==> src/rtl/bus_arbiter_rr.sv <==
// Round-robin bus arbiter with quantum-based preemption, per-core lock and a
// post-switch settle window during which the new owner still sees busy.
module bus_arbiter_rr #(
    parameter int NCORES  = 4,
    parameter int QUANTUM = 16,
    parameter int HOLD    = 2,
    localparam int IDW    = (NCORES > 1) ? $clog2(NCORES) : 1
) (
    input  logic                   i_clk,
    input  logic                   i_rst,
    input  logic                   i_init_done,
    input  logic                   i_tx_ready,
    input  logic                   i_dram_busy,
    input  logic [NCORES-1:0]      i_req,
    input  logic [NCORES-1:0]      i_lock,
    input  logic [NCORES*32-1:0]   i_core_addr,
    input  logic [NCORES*32-1:0]   i_core_wdata,
    input  logic [NCORES-1:0]      i_core_we,
    output logic [31:0]            o_mem_addr,
    output logic [31:0]            o_mem_wdata,
    output logic                   o_mem_we,
    output logic [IDW-1:0]         o_grant_id,
    output logic [NCORES-1:0]      o_grant_oh,
    output logic [NCORES-1:0]      o_core_busy,
    output logic                   o_switch_pulse
);

    typedef enum logic {
        ST_OWN    = 1'b0,
        ST_SETTLE = 1'b1
    } state_t;

    state_t              r_state;
    state_t              w_state_next;
    logic [IDW-1:0]      r_grant_id;
    logic [IDW-1:0]      w_grant_next;
    logic [7:0]          r_qcnt;
    logic [7:0]          w_qcnt_next;
    logic [3:0]          r_scnt;
    logic [3:0]          w_scnt_next;
    logic                r_switch_pulse;
    logic                w_pulse_next;

    logic [NCORES-1:0]   w_owner_oh;
    logic                w_others;
    logic                w_owner_req;
    logic                w_owner_lock;
    logic                w_owner_we;
    logic                w_quantum_up;
    logic                w_switch;
    logic [2*NCORES-1:0] w_req_rot;
    logic [IDW-1:0]      w_next_owner;

    generate
        for (genvar gi = 0; gi < NCORES; gi++) begin : g_owner_dec
            assign w_owner_oh[gi] = (r_grant_id == IDW'(gi));
        end
    endgenerate

    assign w_others     = |(i_req & ~w_owner_oh);
    assign w_owner_req  = |(i_req & w_owner_oh);
    assign w_owner_lock = |(i_lock & w_owner_oh);
    assign w_owner_we   = |(i_core_we & w_owner_oh);
    assign w_quantum_up = (r_qcnt == 8'(QUANTUM));

    assign w_switch = i_init_done & ~i_dram_busy & i_tx_ready & ~w_owner_lock
                    & w_others & (w_quantum_up | ~w_owner_req);

    // Bit k of the rotated vector is the request of core (grant_id + k) mod NCORES.
    assign w_req_rot = {i_req, i_req} >> r_grant_id;

    always_comb begin
        w_next_owner = r_grant_id;
        for (int k = NCORES - 1; k >= 1; k--) begin
            if (w_req_rot[k]) begin
                w_next_owner = IDW'((int'(r_grant_id) + k) % NCORES);
            end
        end
    end

    always_comb begin
        w_state_next = r_state;
        w_grant_next = r_grant_id;
        w_qcnt_next  = r_qcnt;
        w_scnt_next  = r_scnt;
        w_pulse_next = 1'b0;
        if (i_init_done) begin
            case (r_state)
                ST_OWN: begin
                    if (w_switch) begin
                        w_grant_next = w_next_owner;
                        w_state_next = ST_SETTLE;
                        w_scnt_next  = 4'd0;
                        w_qcnt_next  = 8'd0;
                        w_pulse_next = 1'b1;
                    end else if (w_others) begin
                        if (r_qcnt < 8'(QUANTUM)) begin
                            w_qcnt_next = r_qcnt + 8'd1;
                        end
                    end else begin
                        w_qcnt_next = 8'd0;
                    end
                end
                ST_SETTLE: begin
                    w_scnt_next = r_scnt + 4'd1;
                    if (r_scnt == 4'(HOLD - 1)) begin
                        w_state_next = ST_OWN;
                    end
                end
                default: w_state_next = ST_OWN;
            endcase
        end
    end

    always_ff @(posedge i_clk or posedge i_rst) begin
        if (i_rst) begin
            r_state        <= ST_OWN;
            r_grant_id     <= '0;
            r_qcnt         <= 8'd0;
            r_scnt         <= 4'd0;
            r_switch_pulse <= 1'b0;
        end else begin
            r_state        <= w_state_next;
            r_grant_id     <= w_grant_next;
            r_qcnt         <= w_qcnt_next;
            r_scnt         <= w_scnt_next;
            r_switch_pulse <= w_pulse_next;
        end
    end

    always_comb begin
        o_mem_addr  = '0;
        o_mem_wdata = '0;
        for (int k = 0; k < NCORES; k++) begin
            if (w_owner_oh[k]) begin
                o_mem_addr  = i_core_addr[32*k +: 32];
                o_mem_wdata = i_core_wdata[32*k +: 32];
            end
        end
    end

    // Writes are held off while the new owner is still settling.
    assign o_mem_we       = w_owner_we & (r_state == ST_OWN);
    assign o_grant_id     = r_grant_id;
    assign o_grant_oh     = w_owner_oh;
    assign o_core_busy    = ~w_owner_oh
                          | ({NCORES{i_dram_busy | (r_state == ST_SETTLE)}} & w_owner_oh);
    assign o_switch_pulse = r_switch_pulse;

endmodule

==> config.mk <==
export PLATFORM = sky130hd
export DESIGN_NAME = bus_arbiter_rr
export DESIGN_NICKNAME = d
export VERILOG_FILES = /design/src/rtl/bus_arbiter_rr.sv
export SDC_FILE = /design/constraint.sdc
export NUM_CORES = 1
export LEC_CHECK = 0
export ABC_AREA = 1
export BUFFER_PORTS_ARGS = -buffer_cell sky130_fd_sc_hd__clkbuf_2
export CORE_AREA = 2 2 135 137
export DETAILED_ROUTE_END_ITERATION = 12
export DIE_AREA = 0 0 137 139
export GPL_ROUTABILITY_DRIVEN = 0
export HOLD_SLACK_MARGIN = 0.06
export SYNTH_ARGS = -nofsm -noshare
export SYNTH_HDL_FRONTEND = slang
export SYNTH_SLANG_ARGS = --single-unit
==> constraint.sdc <==
create_clock -name i_clk -period 2.1 [get_ports i_clk]
set_clock_uncertainty 0.2 [all_clocks]
set_input_delay 0.105 -clock i_clk [delete_from_list [all_inputs] [get_ports i_clk]]
set_output_delay 0.105 -clock i_clk [all_outputs]
set_load 0.02 [all_outputs]
==> out/metrics.yaml <==
outcome:
  status: "finished with violations"
  violations: "setup timing"
synth:
  syn_area_per_cell_um2: 5.456
  ys_types: 25
  synthesis.nets: 903
  syn_area_um2: 3372
  synth_area_leader_cell: "nand2_1"
  yosys_warnings: 0
  ys_seq_area_share_pct: 11.87
  synthCells: 618
  yosysTopAreaCellShare_pct: 22.26
  synth-seq-cells: 16
  synth.area.top_cells: "nand2_1, a21oi_1, a21o_1"
clock_tree:
  cts_tree: "yes"
  h-tree-depth: 1
  numClockSinks: 16
  path_clk_slew_ns: 0.05
  cts_buffer_depth: 2
  cts_buffers: 3
  insertion_delay_ns: 0.25
  cts_root_buf: "clkbuf_16"
worst_hold_path:
  hold_end: "o_grant_id[1]"
  min_path_cells: 7
  hp-start: "i_req[1]"
  hold_path_class: "in -> reg"
grt:
  grtUsageTotal_pct: 18.93
  antenna_found_initial: 1
  grt_pass1_wl_um: 28510
  grt_pass1_vias: 5234
  overflow: 0
  grt_max_degree: 42
sta:
  max_freq_mhz: 443.8
  setup_tns_ns: -5.011
  setup_slack_ns: -0.1532
  hold_violations: 0
  min_period_over_period_pct: 107.3
  final-setup-viol-count: 64
  holdWs_ns: 0.2270
  drv_slew: 0
  relSlewSlack_pct: 56.38
  rsz0062_at_grt: "true"
  worstMarginPinSlew_ns: 0.6536
  fin_crit_ns: 2.253
job:
  drv_cap: 0
power_and_ir_drop:
  power_frac_seq_pct: 4.0
  combinationalPowerShare_pct: 93.1
  p_int_w: 0.006543
  p_per_area_nw_per_um2: 1845
  vdd_drop_max_mv: 0.7933
  p_switching_w: 0.006470
  swShare_pct: 49.72
  clkPwrFrac_pct: 2.9
  leakage_nw: 3.739
drt:
  via_per_inst: 4.616
  num_vias: 5594
  drc: 0
  dr.pass1.iters: 5
  routed_wl_um: 20740
  drt_iter0_markers: 310
  ant_nets: 0
  drt-wirelength-per-cell_um: 17.11
floorplanning:
  die_h_um: 139
  rows: 49
  dieArea_um2: 19040
  coreArea_um2: 17660
  start_util_pct: 19.10
  num_io_pins: 349
  die_w_um: 137
worst_setup_path:
  slowest_delay_ns: 0.43
  rrSetupSlack_ns: 0.05
  crit_type: "reg -> out"
  worstPathRequired_ns: 1.79
  crit_path_max_fanout: 12
  end_kind: "output port"
  slowest_stage: "dfrtp_2"
  arrival_ns: 1.95
  cp_cell_sequence: "inv_2 > ha_4 > inv_4 > nor2_4 > buf_6 > buf_12 > nand2_1 > a21o_1 > a21oi_2 > clkbuf_8"
  reg2reg_from: "o_grant_id[0]"
  cp-startpoint: "o_grant_id[0]"
  cp-start-kind: "flip-flop"
  r2r_end: "r_scnt[3]"
  reg2regPathDepth: 11
final_layout:
  n_antenna_cell: 0
  final_area_um2: 7053
  fill_cells: 1832
  syn2layout_area_growth_pct: 109.2
  num-nets-final: 1269
  drive_above_1_share_pct: 52.80
  layoutNonFillerInstCount: 1212
placement:
  dp_cells: 1175
  portBuffers: 348
  pre_cts_slack_ns: -0.03716
  hpwlAfterDp_um: 13890
  postPlaceCellArea_um2: 5724
critical path, delay by kind of cell, from the launching register on:
kind | cells | cell delay [ns]
adders and majority gates | 1 | 0.15
DFF | 1 | 0.43
AOI/OAI and AO/OA | 2 | 0.36
buffers and inverters | 5 | 0.57
and+or+nand+nor | 2 | 0.17
registers in the layout, indices dropped and copies added (netlist names):
name,flops
r_state,1
o_grant_id,2
r_scnt,4
o_switch_pulse,1
r_qcnt,8
cell usage after synthesis:
cell type,number
a21o_1,64
a21oi_1,134
a41oi_1,1
buf_1,6
buf_2,11
buf_4,1
buf_6,7
clkbuf_1,17
dfrtp_1,16
ha_1,12
inv_1,28
inv_2,1
nand2_1,200
nand2_4,3
nand3_1,22
nand3_2,2
nand4_1,3
nor2_1,76
nor2_2,1
nor2_4,3
nor3_1,1
o21ai_0,4
o21ai_2,1
o22ai_1,1
xor2_1,3
per-layer routing:
metal / part of all wire, % / track usage, %
met4: 1.2 / 3.527
met5: 0.048 / 0
met1: 43 / 24.94
met2: 49 / 32.86
met3: 7.0 / 2.522
worst max path at each step:
stage | endpoint | slack (ns) | depth (start not counted)
5_1_grt | o_mem_addr[5] | -0.24 | 10
4_1_cts | o_mem_wdata[25] | -0.20 | 10
6_report | o_mem_addr[27] | -0.15 | 10
3_3_place_gp | o_mem_addr[6] | 0.01 | 9
3_5_place_dp | o_mem_addr[6] | -0.04 | 9
2_1_floorplan | o_mem_addr[0] | 0.02 | 7
cells by family (layout without fill, tap and decap cells):
kind of cell               after synthesis  in the layout  synth area share (%)
and+or+nand+nor                        311            311                 37.48
buffers and inverters                   71            436                 9.981
xor gates and xnor gates                 3              3                0.7794
adders and majority gates               12             12                 4.453
AOI/OAI and AO/OA                      205            205                 35.44
DFF                                     16             16                 11.87
metrics by stage:
step / util, % / power, W
floorplan: - / 0.006320
global placement: 32.42 / 0.009017
detailed placement: 32.42 / 0.009058
CTS: 37.70 / 0.01229
global route: 39.94 / 0.01375
finish: 39.94 / 0.01301
power by group through the flow:
stage	logic (W)	clock network (W)	registers, W
3_5_place_dp	0.00854	0	0.000514
3_3_place_gp	0.00850	0	0.000515
5_1_grt	0.0128	0.000399	0.000535
4_1_cts	0.0114	0.000386	0.000512
6_report	0.0121	0.000379	0.000523
2_1_floorplan	0.00579	0	0.000531
cell usage in the layout (no fill, tap or decap), drive strengths merged, types with 2 or more instances in the layout:
cell type    instances
clkbuf             342
a21oi              134
nand2              203
nor2                80
a21o                64
o21ai                5
dfrtp               16
xor2                 3
buf                 63
nand3               24
nand4                3
ha                  12
dlygate4sd3          2
inv                 29
cell type report:
type	count	area, um2	share of cell area, %
inverters	29	118.9	1.685
repair buffers	403	3087	43.76
well taps	229	286.5	4.062
clock buffers	4	78.83	1.118
multi-input cells	531	3079	43.66
flip-flops and latches	16	402.9	5.712
timing repair:
item,CTS,global route
setup buffers,9,8
gates cloned,7,12
pin swaps,6,22
hold buffers,2,0
resized for setup,134,75
endpoints found under the setup margin,64,81
endpoints found under the hold margin,17,0
Power figures use the tool's default switching activity.
